`src/rtl/multicycle_control_unit_if.sv`:
```
// Instruction-register inputs, datapath control strobes and debug state between
// the multi-cycle control unit (master) and the datapath (slave).
interface multicycle_control_unit_if #(
  parameter int ALUOP_W = 4
);
  logic [5:0]         op;
  logic [5:0]         funct;
  logic               zero;
  logic               mem_ready;
  logic               pc_wr_en;
  logic               ir_wr_en;
  logic               iord;
  logic               mem_rd_en;
  logic               mem_wr_en;
  logic               reg_wr_en;
  logic [1:0]         reg_dst;
  logic [1:0]         mem_to_reg;
  logic [1:0]         alu_src_a;
  logic [1:0]         alu_src_b;
  logic [ALUOP_W-1:0] alu_op;
  logic [2:0]         pc_src;
  logic               invalid_inst;
  logic               epc_wr_en;
  logic               timeout_err;
  logic [3:0]         state_o;

  modport master (
    input  op, funct, zero, mem_ready,
    output pc_wr_en, ir_wr_en, iord, mem_rd_en, mem_wr_en, reg_wr_en,
           reg_dst, mem_to_reg, alu_src_a, alu_src_b, alu_op, pc_src,
           invalid_inst, epc_wr_en, timeout_err, state_o
  );

  modport slave (
    output op, funct, zero, mem_ready,
    input  pc_wr_en, ir_wr_en, iord, mem_rd_en, mem_wr_en, reg_wr_en,
           reg_dst, mem_to_reg, alu_src_a, alu_src_b, alu_op, pc_src,
           invalid_inst, epc_wr_en, timeout_err, state_o
  );
endinterface

```
`src/rtl/multicycle_control_unit.sv`:
```
// Multi-cycle MIPS control FSM (3-5 cycles/instr, +1 per memory wait) with memory watchdog.
// Define CTRL_EXC_EN to route undefined instructions through TRAP (EPC load + exception vector).
module multicycle_control_unit #(
  parameter int ALUOP_W     = 4,
  parameter int MEM_TIMEOUT = 15
) (
  input  logic                   clk,
  input  logic                   rst_n,
  multicycle_control_unit_if.master bus
);

  typedef enum logic [3:0] {
    S_FETCH    = 4'd0,  S_DECODE = 4'd1,  S_MEM_ADDR = 4'd2,  S_MEM_RD = 4'd3,
    S_MEM_WB   = 4'd4,  S_MEM_WR = 4'd5,  S_EXEC_R   = 4'd6,  S_R_WB   = 4'd7,
    S_BRANCH   = 4'd8,  S_JUMP   = 4'd9,  S_EXEC_I   = 4'd10, S_I_WB   = 4'd11,
    S_TRAP     = 4'd12, S_HALT   = 4'd13
  } state_t;

  localparam logic [5:0] OP_R = 6'h00, OP_J = 6'h02, OP_JAL = 6'h03, OP_BEQ = 6'h04,
                         OP_BNE = 6'h05, OP_ADDI = 6'h08, OP_SLTI = 6'h0A, OP_ANDI = 6'h0C,
                         OP_ORI = 6'h0D, OP_XORI = 6'h0E, OP_LW = 6'h23, OP_SW = 6'h2B;
  localparam logic [5:0] F_SLL = 6'h00, F_SRL = 6'h02, F_JR = 6'h08, F_ADD = 6'h20,
                         F_SUB = 6'h22, F_AND = 6'h24, F_OR = 6'h25, F_XOR = 6'h26,
                         F_NOR = 6'h27, F_SGT = 6'h29, F_SLT = 6'h2A;

  localparam logic [ALUOP_W-1:0] ALU_ADD = ALUOP_W'(0), ALU_SUB = ALUOP_W'(1),
                                 ALU_AND = ALUOP_W'(2), ALU_OR  = ALUOP_W'(3),
                                 ALU_SLT = ALUOP_W'(4), ALU_XOR = ALUOP_W'(5),
                                 ALU_NOR = ALUOP_W'(6), ALU_SLL = ALUOP_W'(7),
                                 ALU_SRL = ALUOP_W'(8), ALU_SGT = ALUOP_W'(9),
                                 ALU_NOP = '1;

  localparam int CNT_W = (MEM_TIMEOUT > 0) ? $clog2(MEM_TIMEOUT + 1) : 1;
  localparam logic [CNT_W-1:0] CNT_LAST = CNT_W'((MEM_TIMEOUT > 0) ? MEM_TIMEOUT - 1 : 0);

  state_t             state_q, state_d;
  logic [CNT_W-1:0]   cnt_q, cnt_d;
  logic               err_q, err_d;
  logic               r_ok, i_ok, is_jr, is_shift, wait_c, timeout_c;
  logic [ALUOP_W-1:0] r_alu, i_alu;

  always_ff @(posedge clk or negedge rst_n) begin
    if (!rst_n) begin
      state_q <= S_FETCH;
      cnt_q   <= '0;
      err_q   <= 1'b0;
    end else begin
      state_q <= state_d;
      cnt_q   <= cnt_d;
      err_q   <= err_d;
    end
  end

  // Field decode shared by DECODE (legality) and the EXEC states (operation).
  always_comb begin
    r_ok  = 1'b1;
    r_alu = ALU_NOP;
    unique case (bus.funct)
      F_ADD:   r_alu = ALU_ADD;
      F_SUB:   r_alu = ALU_SUB;
      F_AND:   r_alu = ALU_AND;
      F_OR:    r_alu = ALU_OR;
      F_SLT:   r_alu = ALU_SLT;
      F_SGT:   r_alu = ALU_SGT;
      F_XOR:   r_alu = ALU_XOR;
      F_NOR:   r_alu = ALU_NOR;
      F_SLL:   r_alu = ALU_SLL;
      F_SRL:   r_alu = ALU_SRL;
      default: r_ok  = 1'b0;
    endcase
    i_ok  = 1'b1;
    i_alu = ALU_NOP;
    unique case (bus.op)
      OP_ADDI: i_alu = ALU_ADD;
      OP_ANDI: i_alu = ALU_AND;
      OP_ORI:  i_alu = ALU_OR;
      OP_XORI: i_alu = ALU_XOR;
      OP_SLTI: i_alu = ALU_SLT;
      default: i_ok  = 1'b0;
    endcase
  end

  assign is_jr    = (bus.op == OP_R) && (bus.funct == F_JR);
  assign is_shift = (bus.funct == F_SLL) || (bus.funct == F_SRL);

  always_comb begin
    state_d          = state_q;
    bus.pc_wr_en     = 1'b0;
    bus.ir_wr_en     = 1'b0;
    bus.iord         = 1'b0;
    bus.mem_rd_en    = 1'b0;
    bus.mem_wr_en    = 1'b0;
    bus.reg_wr_en    = 1'b0;
    bus.reg_dst      = 2'd0;
    bus.mem_to_reg   = 2'd0;
    bus.alu_src_a    = 2'd0;
    bus.alu_src_b    = 2'd0;
    bus.alu_op       = ALU_NOP;
    bus.pc_src       = 3'd0;
    bus.invalid_inst = 1'b0;
    bus.epc_wr_en    = 1'b0;

    wait_c    = ((state_q == S_FETCH) || (state_q == S_MEM_RD) || (state_q == S_MEM_WR))
                && !bus.mem_ready;
    timeout_c = (MEM_TIMEOUT > 0) && wait_c && (cnt_q == CNT_LAST);

    // Reset gates every strobe so nothing is written once rst_n falls.
    if (rst_n) begin
      case (state_q)
        S_FETCH: begin
          bus.mem_rd_en = 1'b1;
          bus.alu_src_b = 2'd1;
          bus.alu_op    = ALU_ADD;
          if (bus.mem_ready) begin
            bus.ir_wr_en = 1'b1;
            bus.pc_wr_en = 1'b1;
            state_d      = S_DECODE;
          end
        end
        S_DECODE: begin
          bus.alu_src_b = 2'd3;
          bus.alu_op    = ALU_ADD;
          if (is_jr)                                 state_d = S_JUMP;
          else if (bus.op == OP_R && r_ok)           state_d = S_EXEC_R;
          else if (bus.op == OP_LW || bus.op == OP_SW)   state_d = S_MEM_ADDR;
          else if (bus.op == OP_BEQ || bus.op == OP_BNE) state_d = S_BRANCH;
          else if (bus.op == OP_J || bus.op == OP_JAL)   state_d = S_JUMP;
          else if (i_ok)                             state_d = S_EXEC_I;
          else begin
            bus.invalid_inst = 1'b1;
`ifdef CTRL_EXC_EN
            state_d = S_TRAP;
`else
            state_d = S_FETCH;
`endif
          end
        end
        S_MEM_ADDR: begin
          bus.alu_src_a = 2'd1;
          bus.alu_src_b = 2'd2;
          bus.alu_op    = ALU_ADD;
          state_d       = (bus.op == OP_LW) ? S_MEM_RD : S_MEM_WR;
        end
        S_MEM_RD: begin
          bus.mem_rd_en = 1'b1;
          bus.iord      = 1'b1;
          if (bus.mem_ready) state_d = S_MEM_WB;
        end
        S_MEM_WB: begin
          bus.reg_wr_en  = 1'b1;
          bus.mem_to_reg = 2'd1;
          state_d        = S_FETCH;
        end
        S_MEM_WR: begin
          bus.mem_wr_en = 1'b1;
          bus.iord      = 1'b1;
          if (bus.mem_ready) state_d = S_FETCH;
        end
        S_EXEC_R: begin
          bus.alu_src_a = is_shift ? 2'd2 : 2'd1;
          bus.alu_op    = r_alu;
          state_d       = S_R_WB;
        end
        S_R_WB: begin
          bus.reg_wr_en = 1'b1;
          bus.reg_dst   = 2'd1;
          state_d       = S_FETCH;
        end
        S_BRANCH: begin
          bus.alu_src_a = 2'd1;
          bus.alu_op    = ALU_SUB;
          bus.pc_src    = 3'd1;
          bus.pc_wr_en  = (bus.op == OP_BEQ) ? bus.zero : !bus.zero;
          state_d       = S_FETCH;
        end
        S_JUMP: begin
          bus.pc_wr_en = 1'b1;
          bus.pc_src   = is_jr ? 3'd3 : 3'd2;
          if (bus.op == OP_JAL) begin
            bus.reg_wr_en  = 1'b1;
            bus.reg_dst    = 2'd2;
            bus.mem_to_reg = 2'd2;
          end
          state_d = S_FETCH;
        end
        S_EXEC_I: begin
          bus.alu_src_a = 2'd1;
          bus.alu_src_b = 2'd2;
          bus.alu_op    = i_alu;
          state_d       = S_I_WB;
        end
        S_I_WB: begin
          bus.reg_wr_en = 1'b1;
          state_d       = S_FETCH;
        end
`ifdef CTRL_EXC_EN
        S_TRAP: begin
          bus.pc_wr_en  = 1'b1;
          bus.pc_src    = 3'd4;
          bus.epc_wr_en = 1'b1;
          state_d       = S_FETCH;
        end
`endif
        S_HALT:  state_d = S_HALT;
        default: state_d = S_FETCH;
      endcase
      if (timeout_c) state_d = S_HALT;
    end

    cnt_d = (state_d != state_q) ? '0 : (wait_c ? cnt_q + CNT_W'(1) : cnt_q);
    err_d = err_q | timeout_c;
  end

  assign bus.timeout_err = err_q;
  assign bus.state_o     = state_q;

endmodule

```
`src/flat_wrapper.sv`:
```
// flat-port wrapper written by rule: the top's interface ports become plain ports
module multicycle_control_unit_flat 
#(
  parameter int ALUOP_W     = 4,
  parameter int MEM_TIMEOUT = 15
)
  (clk, rst_n, bus_op, bus_funct, bus_zero, bus_mem_ready, bus_pc_wr_en, bus_ir_wr_en, bus_iord, bus_mem_rd_en, bus_mem_wr_en, bus_reg_wr_en, bus_reg_dst, bus_mem_to_reg, bus_alu_src_a, bus_alu_src_b, bus_alu_op, bus_pc_src, bus_invalid_inst, bus_epc_wr_en, bus_timeout_err, bus_state_o);
  multicycle_control_unit_if #(.ALUOP_W(ALUOP_W)) bus_i ();
  input  logic clk;
  input  logic rst_n;
  input wire logic [$bits(bus_i.op)-1:0] bus_op;
  input wire logic [$bits(bus_i.funct)-1:0] bus_funct;
  input wire logic [$bits(bus_i.zero)-1:0] bus_zero;
  input wire logic [$bits(bus_i.mem_ready)-1:0] bus_mem_ready;
  output wire logic [$bits(bus_i.pc_wr_en)-1:0] bus_pc_wr_en;
  output wire logic [$bits(bus_i.ir_wr_en)-1:0] bus_ir_wr_en;
  output wire logic [$bits(bus_i.iord)-1:0] bus_iord;
  output wire logic [$bits(bus_i.mem_rd_en)-1:0] bus_mem_rd_en;
  output wire logic [$bits(bus_i.mem_wr_en)-1:0] bus_mem_wr_en;
  output wire logic [$bits(bus_i.reg_wr_en)-1:0] bus_reg_wr_en;
  output wire logic [$bits(bus_i.reg_dst)-1:0] bus_reg_dst;
  output wire logic [$bits(bus_i.mem_to_reg)-1:0] bus_mem_to_reg;
  output wire logic [$bits(bus_i.alu_src_a)-1:0] bus_alu_src_a;
  output wire logic [$bits(bus_i.alu_src_b)-1:0] bus_alu_src_b;
  output wire logic [$bits(bus_i.alu_op)-1:0] bus_alu_op;
  output wire logic [$bits(bus_i.pc_src)-1:0] bus_pc_src;
  output wire logic [$bits(bus_i.invalid_inst)-1:0] bus_invalid_inst;
  output wire logic [$bits(bus_i.epc_wr_en)-1:0] bus_epc_wr_en;
  output wire logic [$bits(bus_i.timeout_err)-1:0] bus_timeout_err;
  output wire logic [$bits(bus_i.state_o)-1:0] bus_state_o;
  assign bus_i.op = bus_op;
  assign bus_i.funct = bus_funct;
  assign bus_i.zero = bus_zero;
  assign bus_i.mem_ready = bus_mem_ready;
  assign bus_pc_wr_en = bus_i.pc_wr_en;
  assign bus_ir_wr_en = bus_i.ir_wr_en;
  assign bus_iord = bus_i.iord;
  assign bus_mem_rd_en = bus_i.mem_rd_en;
  assign bus_mem_wr_en = bus_i.mem_wr_en;
  assign bus_reg_wr_en = bus_i.reg_wr_en;
  assign bus_reg_dst = bus_i.reg_dst;
  assign bus_mem_to_reg = bus_i.mem_to_reg;
  assign bus_alu_src_a = bus_i.alu_src_a;
  assign bus_alu_src_b = bus_i.alu_src_b;
  assign bus_alu_op = bus_i.alu_op;
  assign bus_pc_src = bus_i.pc_src;
  assign bus_invalid_inst = bus_i.invalid_inst;
  assign bus_epc_wr_en = bus_i.epc_wr_en;
  assign bus_timeout_err = bus_i.timeout_err;
  assign bus_state_o = bus_i.state_o;
  multicycle_control_unit #(.ALUOP_W(ALUOP_W), .MEM_TIMEOUT(MEM_TIMEOUT)) u_core (.clk(clk), .rst_n(rst_n), .bus(bus_i));
endmodule
```
`config.mk`:
```
export PLATFORM = sky130hd
export DESIGN_NAME = multicycle_control_unit_flat
export DESIGN_NICKNAME = d
export VERILOG_FILES = /design/src/rtl/multicycle_control_unit_if.sv /design/src/rtl/multicycle_control_unit.sv /design/src/flat_wrapper.sv
export SDC_FILE = /design/constraint.sdc
export NUM_CORES = 1
export LEC_CHECK = 0
export ABC_AREA = 1
export BUFFER_PORTS_ARGS = -buffer_cell sky130_fd_sc_hd__buf_4
export CORE_MARGIN = 2
export CORE_UTILIZATION = 57
export CTS_BUF_LIST = sky130_fd_sc_hd__clkbuf_4 sky130_fd_sc_hd__clkbuf_8
export DETAILED_ROUTE_END_ITERATION = 6
export PLACE_DENSITY = 0.95
export SLEW_MARGIN = 20
export SYNTH_ARGS = -nofsm -noshare
export SYNTH_HDL_FRONTEND = slang
export SYNTH_SLANG_ARGS = --single-unit
```
`constraint.sdc`:
```
create_clock -name clk -period 4.2 [get_ports clk]
set_input_delay 0.42 -clock clk [delete_from_list [all_inputs] [get_ports clk]]
set_output_delay 0.42 -clock clk [all_outputs]
set_load 0.01 [all_outputs]
```
* Word level (Yosys, flattened, before mapping)
Cells that the tools add are included.
Cells by class: $add $sub $neg 1, equal/unequal tests 35, muxes and demuxes 57, bitwise operators 1, reduce and logical (&&, ||, !) cells 24
Operator list (number):
- == test 6 bit, second input constant | 10
- two-way mux 4 bit | 14
- case mux 4 bit (10 select lines) | 1
- == test 6 x 4 -> 1 bit, second input constant | 6
- case mux 4 bit (8 select lines) | 1
- == test 4 bit, second input constant | 6
- two-way mux 1 bit | 24
- case mux 4 bit (5 select lines) | 1
- == test 6 x 2 -> 1 bit, second input constant | 3
- == test 4 x 3 -> 1 bit, second input constant | 4
- case mux 4 bit (4 select lines) | 1
- == test 6 x 3 -> 1 bit, second input constant | 2
- zero test 6 bit | 2
- two-way mux 2 bit | 6
- case mux 2 bit (2 select lines) | 3
- OR reduction 10 bit | 1
- OR reduction 3 bit | 3
- == test 4 x 2 -> 1 bit, second input constant | 2
- logical OR 1 bit | 6
- two-way mux 3 bit | 2
- case mux 2 bit (3 select lines) | 1
- case mux 3 bit (2 select lines) | 1
- OR reduction 2 bit | 3
- OR reduction 5 bit | 1
- 10 further kinds | 14
Word-level totals: register bits 9, input bits 16, output and inout bits 28

* Logic depth before layout (Yosys ltp)
Gate-level depths: netlist (run 1).
depth after elaboration 14, gate-level depth with buffers 14, mapped depth without buffers 14

* Worst setup path after synthesis (run 1)
No wires, ideal clock.
kind input port to output port, start point in rst_n, end point out bus_reg_dst[1], data arrival time 1.583 ns, required time 3.780 ns, slack 2.197 ns, stages 4, buffers on the path 2, cells stage by stage clkbuf_2 clkinv_1 nor4_1 buf_4
On the way: cells in the longest elaborated chain, start to end 1
Ends and longest elaborated chain:
- from (decl) | line flat_wrapper.sv:10 | input logic rst_n;
- two-way mux 2 bit | line multicycle_control_unit.sv:108 | if (rst_n) begin
- to (decl) | line flat_wrapper.sv:21 | output wire logic [$bits(bus_i.reg_dst)-1:0] bus_reg_dst;
Every way passes these cells.

* Worst setup path after layout (run 1)
start point in rst_n, end point out bus_reg_wr_en
On the way: cells in the longest elaborated chain, start to end 1
Ends and longest elaborated chain:
- two-way mux 1 bit | line multicycle_control_unit.sv:108
- to (decl) | line flat_wrapper.sv:20 | output wire logic [$bits(bus_i.reg_wr_en)-1:0] bus_reg_wr_en;
Every way passes these cells.

==> results of run 1 <==
[sequential cells by signal, indices dropped and copies added (netlist names)]
| register | flops |
|---|---|
| u_core.bus.timeout_err | 1 |
| u_core.cnt_q | 4 |
| u_core.bus.state_o | 4 |
[final timing paths]
check,end,slack (ns),cells after the start
worst max-delay path,bus_reg_wr_en,1.33,6
worst min-delay path,u_core.bus.timeout_err$_DFF_PN0_,0.49,2
worst max register to register,u_core.cnt_q[2]$_DFFE_PN0P_,2.32,11
worst min register to register,u_core.bus.timeout_err$_DFF_PN0_,0.49,2
max in group asynchronous,u_core.bus.state_o[3]$_DFF_PN0_,3.47,2
min in group asynchronous,u_core.cnt_q[3]$_DFFE_PN0P_,0.55,2
[report_power, final]
group	switching, uW	internal (uW)	leakage, uW	total [uW]
logic	119	76.9	0.000829	196
clock network	29.7	43.0	0.0000184	72.7
registers	12.8	93.1	0.000114	106
total	162	213	0.000962	375
[metrics by stage]
| step | total power [uW] | worst slack, ns | util, % |
|---|---|---|---|
| floorplan | 227 | 2.20 | - |
| global placement | 297 | 1.97 | 75.1 |
| detailed placement | 300 | 1.87 | 75.1 |
| CTS | 375 | 1.32 | 76.9 |
| global route | 404 | 1.09 | 76.9 |
| finish | 375 | 1.33 | 76.9 |
[layout by cell type, fill, tap and decap left out, types with 3 or more instances in the layout]
| master | instances |
|---|---|
| nor3_1 | 12 |
| nand2_1 | 57 |
| inv_1 | 37 |
| nor4_1 | 3 |
| inv_2 | 6 |
| nand3_2 | 3 |
| o21ai_0 | 10 |
| nand2_2 | 5 |
| nor2_2 | 7 |
| nand4_1 | 7 |
| buf_4 | 41 |
| xor2_1 | 3 |
| nor2_1 | 37 |
| clkbuf_4 | 4 |
| dfrtp_1 | 9 |
| nand3_1 | 22 |
| a21oi_1 | 7 |
[synthesized netlist by cell type]
cell	n	area (sq um)
a21o_1	1	7.51
a21oi_1	7	35.0
a31o_2	1	8.76
a31oi_1	1	6.26
and3_1	1	6.26
buf_4	3	22.5
clkbuf_1	1	3.75
clkbuf_2	1	5.00
clkinv_1	1	3.75
conb_1	1	3.75
dfrtp_1	9	225
ha_1	2	25.0
inv_1	37	139
inv_2	6	22.5
nand2_1	57	214
nand2_2	5	31.3
nand3_1	22	110
nand3_2	3	30.0
nand4_1	7	43.8
nor2_1	37	139
nor2_2	7	43.8
nor2_4	2	22.5
nor3_1	12	60.1
nor4_1	3	18.8
o2111ai_1	1	8.76
o211ai_1	1	7.51
o21ai_0	10	50.1
o21bai_1	1	7.51
o221ai_1	1	8.76
o41ai_1	1	8.76
xor2_1	3	26.3
[worst max-delay path, delay by kind of cell]
| family | cells | cell delay, ns |
|---|---|---|
| buffers and inverters | 4 | 1.26 |
| AND/OR/NAND/NOR | 1 | 0.58 |
| AO/OA/AOI/OAI | 1 | 0.18 |
[cell families (layout without fill, tap and decap cells)]
group	Yosys count	count (layout)	synth area share (%)
other	1	2	0.279
AND/OR/NAND/NOR	156	156	53.5
XOR/XNOR	3	3	1.95
buffers and inverters	49	90	14.6
flip-flops	9	9	16.7
AO/OA/AOI/OAI	25	25	11.1
adder cells (fa/ha/maj)	2	2	1.86
[routing by layer]
layer	GRT usage (%)	vias up	part of all wire (%)
li1	-	873	-
met1	34.2	750	43
met4	8.97	0	1.3
met3	4.57	4	8.6
met2	43.8	93	47
met5	0	-	0
[layout make-up]
type	count	area [sq um]	area share, %
Multi-Input combinational cell	188	927	54.5
Timing Repair Buffer	42	318	18.7
Sequential cell	9	225	13.2
Inverter	44	165	9.71
Tap cell	28	35.0	2.06
Clock buffer	4	30.0	1.77
==> summary.txt, run 1 <==
Critical path
  • Worst setup SP type: input port
  • CP max FO: 17
  • RR Startpoint: u_core.bus.state_o[1]$_DFF_PN0_
  • Slowest CP cell: nor4_1
  • Crit Path Class: in -> out
  • Worst-path cell chain: dlygate4sd3_1 > buf_4 > clkinv_1 > nor4_1 > a31o_2 > buf_4
  • Critical Path Sink Type: output port
  • Crit-path max cell delay: between 0.5 and 0.6 ns
  • Setup crit start: rst_n
  • Critical Path Most Common Cell: buf_4
  • Critical Path RT: about 3.8 ns
  • CP Data Arrival Time: ~2.5 ns

Power
  • Pwr Density: ~220 nW/um^2
  • Maximum vdd drop: 0.000283 V
  • Leakage: between 0.0009 and 0.001 uW

Synth
  • Synth Warn #: 0
  • Mapped Area: 1350 sq um
  • Synth cell types: 31
  • #FFs+latches synth: 9
  • Mean Syn Cell Area: between 5 and 6 sq um
  • Mapped Cells: 245
  • Sequential cell area fraction in the yosys report: between 15 and 20%

Run status
  • Status: complete, no violations

Clock network
  • H-tree depth: 1
  • CTS tree: yes
  • Root Buffer: clkbuf_4
  • Max clock buf depth: 2
  • Clk slew on worst S/H paths: 0.06 ns
  • Clock buffer count from CTS: 3
  • Post-CTS Hold Buffers: 1
  • Post-CTS setup buffers: 0
  • Clk sinks: 9
  • Clock latency on the worst-skew pair: ~0.26 ns
  • CTS resizes: 0

Place
  • Dpl cell area: 1660 sq um
  • Port bufs: a little over 40
  • Placed Cells: slightly above 300
  • Gpl congestion: about 0.95
  • Post-detail-place hpwl: between 2000 and 3000 microns

STA
  • Final Cycle Share: 68.4%
  • Post-layout min period: 2.87 ns
  • Fin. Hold Viols: 0
  • Finish-stage setup viols: 0
  • Layout Skew: around 0.0097 ns
  • Pins Over Slew Limit: 0
  • Final Hold Slack: 0.491 ns
  • F_max: 0.348 GHz
  • Setup TNS: 0 ns
  • RSZ-0062 raised after global routing: no

Global route
  • Largest net degree at the start of global routing: 18
  • Initial antenna violation count: 0
  • Gr usage total: around a quarter
  • Via count of the first global-routing pass: 1,374
  • Total gr overflow: 0
  • Global-route wire length before repair: ~5500 microns

Finish
  • Share of layout cells above drive strength 1: between 20 and 25%
  • ANT cells: 0
  • Nets: slightly above 300
  • Final cell count without fillers: roughly 320
  • Synth-to-layout area growth: 26.4%
  • Fill cells: a little over 200
  • Cell area after layout: ~1700 sq um

Job
  • Max cap viols: 0

Floorplanning
  • Die X: roughly 53 microns
  • # IOs: between 40 and 50
  • Area of the core: 2210 sq um
  • Starting Density: about three fifths
  • FP Rows: 17
  • Die span in y: between 50 and 60 microns
  • Die footprint: roughly 2800 sq um

Min path
  • Worst Hold Class: reg -> reg
  • HP Start: u_core.bus.timeout_err$_DFF_PN0_

Routing
  • DRT antenna net count: 0
  • Initial DRC count: just over 70
  • Total number of vias: roughly 1,700
  • Drt first pass iters: 4
  • DR vias/cell: 5.46
  • Detailed Route WL: approximately 3500 microns
  • Wire length per cell: 11.1 microns
  • Drc violations: 0
No activity file was read; power rests on OpenSTA's default activity.
==> run 2: changes to the inputs <==
--- a/config.mk
+++ b/config.mk
@@ -8,10 +8,10 @@
 export ABC_AREA = 1
 export BUFFER_PORTS_ARGS = -buffer_cell sky130_fd_sc_hd__buf_4
 export CORE_MARGIN = 2
-export CORE_UTILIZATION = 57
+export CORE_UTILIZATION = 53
 export CTS_BUF_LIST = sky130_fd_sc_hd__clkbuf_4 sky130_fd_sc_hd__clkbuf_8
 export DETAILED_ROUTE_END_ITERATION = 6
-export PLACE_DENSITY = 0.95
+export PLACE_DENSITY = 0.9
 export SLEW_MARGIN = 20
 export SYNTH_ARGS = -nofsm -noshare
 export SYNTH_HDL_FRONTEND = slang
==> constraint.sdc (replaced) <==
create_clock -name clk -period 3 [get_ports clk]
set_input_delay 0.3 -clock clk [delete_from_list [all_inputs] [get_ports clk]]
set_output_delay 0.3 -clock clk [all_outputs]
set_load 0.01 [all_outputs]
==> run 2 against run 1 <==
Against the previous run: non-clock buffer count increased by 1; clock power grew 40%; via count down 2.8%; combinational power increased by 41%; largest cell class unchanged; core utilization down 6.5 points; final cell count grew 0.95%; hold slack worse by 0.085 ns; sequential power increased by 40%.
==> summary.txt, run 2 (same netlist as run 1, synthesis figures left out) <==
STA
  • Finish-stage setup viols: 0
  • Setup TNS: 0 ns
  • Fin. Hold Viols: 0
  • Pins Over Slew Limit: 0
  • RSZ-0062 raised after global routing: no
  • Post-layout min period: between 2 and 2.5 ns
  • Layout Skew: about 0.008 ns
  • Final Cycle Share: between 70% and 80%
  • F_max: around 0.43 GHz

Routing
  • Detailed Route WL: between 3000 and 4000 microns
  • DR vias/cell: 5.26
  • Total number of vias: roughly 1,700
  • Drt first pass iters: 4
  • DRT antenna net count: 0
  • Initial DRC count: 51
  • Drc violations: 0
  • Wire length per cell: ~11 microns

Floorplanning
  • Die span in y: about 54 microns
  • Area of the core: 2430 sq um
  • # IOs: 44
  • Die X: about 54 microns
  • Starting Density: a little under three fifths
  • FP Rows: 18
  • Die footprint: between 2000 and 3000 sq um

Global route
  • Largest net degree at the start of global routing: 18
  • Via count of the first global-routing pass: 1,388
  • Global-route wire length before repair: around 5600 microns
  • Gr usage total: about 25%
  • Initial antenna violation count: 0
  • Total gr overflow: 0

Place
  • Gpl congestion: 0.961
  • Dpl cell area: ~1700 sq um
  • Port bufs: slightly above 40
  • Post-detail-place hpwl: about 3000 microns

Clock network
  • H-tree depth: 1
  • Root Buffer: clkbuf_4
  • Clock buffer count from CTS: 3
  • Max clock buf depth: 2
  • Clk slew on worst S/H paths: roughly 0.06 ns
  • Clk sinks: 9
  • CTS tree: yes
  • Clock latency on the worst-skew pair: 0.26 ns

Power
  • Internal Pwr Total: roughly 300 uW
  • Clock network power share: about a fifth
  • Pwr Density: a little over 300 nW/um^2
  • Switching share of total power: 43.3%
  • Sw power: about 230 uW
  • Flop pwr share: ~28%
  • Maximum vdd drop: roughly 0.00028 V
  • Leakage: between 0.0009 and 0.001 uW
  • Combinational power share: between 50% and 60%

Finish
  • Synth-to-layout area growth: 27.2%
  • Share of layout cells above drive strength 1: between 20% and 30%
  • Most frequent cells in the layout: 57 x nand2_1, 42 x buf_4, 37 x inv_1, 37 x nor2_1, 22 x nand3_1
  • Most common cell after layout, fill and taps aside: nand2_1
  • Cell area after layout: ~1700 sq um
  • Nets: 307
  • ANT cells: 0

Job
  • Max cap viols: 0

Critical path
  • Crit-path max cell delay: about 0.48 ns
  • Crit Path Class: reg -> out
  • Critical Path Most Common Cell: nor2_1
  • Worst setup SP type: register
  • Crit-path leading delay family: compound AO/OA/AOI/OAI gates
  • CP max FO: 8
  • Buf/Inv on CP: 2
  • Critical Path RT: between 2 and 3 ns
  • CP Data Arrival Time: around 2 ns
  • Slowest CP cell: dfrtp_1
  • Worst-path cell chain: nor2_1 > inv_1 > nor2_1 > o21ai_0 > a21oi_1 > o221ai_1 > buf_4
  • Critical Path Sink Type: output port

Min path
  • Worst Hold Class: in -> reg

Run status
  • Status: complete, no violations
## run 2: changes by cell type in the layout (fill, tap and decap cells not counted), sizes merged
cell	before	now
buf	41	42
## run 2: per-stage QoR
step                      util (%)  hold slack [ns]  instances  total power, uW  setup slack [ns]
after floorplan                  -          0.00441        246              318              1.12
after global placement        68.7            0.162        313              419             0.950
after detailed placement      68.7            0.162        313              423             0.968
after CTS                     70.3            0.396        318              529             0.673
after global routing          70.3            0.429        318              568             0.464
final                         70.3            0.407        318              527             0.657
## run 2: path summary, 6_finish.rpt
check                                            startpoint                               end  slack [ns]  depth (start not counted)
min                                           bus_mem_ready  u_core.bus.timeout_err$_DFF_PN0_        0.41                          4
min in group asynchronous                             rst_n       u_core.cnt_q[3]$_DFFE_PN0P_        0.42                          2
max reg2reg                 u_core.bus.state_o[2]$_DFF_PN0_       u_core.cnt_q[2]$_DFFE_PN0P_        1.04                         11
max in group asynchronous                             rst_n   u_core.bus.state_o[3]$_DFF_PN0_        2.39                          2
max                         u_core.bus.state_o[1]$_DFF_PN0_                     bus_alu_op[2]        0.66                          7
min reg2reg                u_core.bus.timeout_err$_DFF_PN0_  u_core.bus.timeout_err$_DFF_PN0_        0.48                          2
## run 2: power by group through the flow
stage	Sequential (uW)	Combinational (uW)	Clock (uW)
6_report	148	277	102
5_1_grt	150	310	108
4_1_cts	147	276	106
3_5_place_dp	150	274	0
3_3_place_gp	148	271	0
2_1_floorplan	150	169	0
## run 2: cell type report
type,count,area [sq um]
inverter,44,165
sequential,9,225
multi-input combinational,188,927
tap,30,37.5
fill,225,722
timing repair buffer,43,325
clock buffer,4,30.0
## run 2: per-layer routing
| metal | up-vias | share of wire [%] | track usage (%) | wire length, microns |
|---|---|---|---|---|
| li1 | 871 | - | - | - |
| met1 | 734 | 45 | 31.8 | 1610 |
| met2 | 63 | 48 | 44.2 | 1720 |
| met3 | 4 | 6.7 | 2.46 | 241 |
| met4 | 0 | 0.70 | 9.17 | 25 |
| met5 | - | 0 | 0 | 0 |
## run 2: worst register-to-register path: stages, from the launching register on
cell,delay [ns]
dfrtp_1,0.49
nor2_2,0.30
nand2_1,0.14
nand3_2,0.13
nand3_2,0.10
nand2_2,0.12
nor2_2,0.04
nand2_1,0.08
nand2_1,0.08
nand2_1,0.09
nand2_2,0.08
nor3_1,0.22
## run 2: timing repair
item                       4_1_cts  5_1_grt
buffers inserted                 0        0
hold endpoints to repair         9        0
setup endpoints to repair        0        0
hold buffers                     1        0
gates resized for setup          0        0
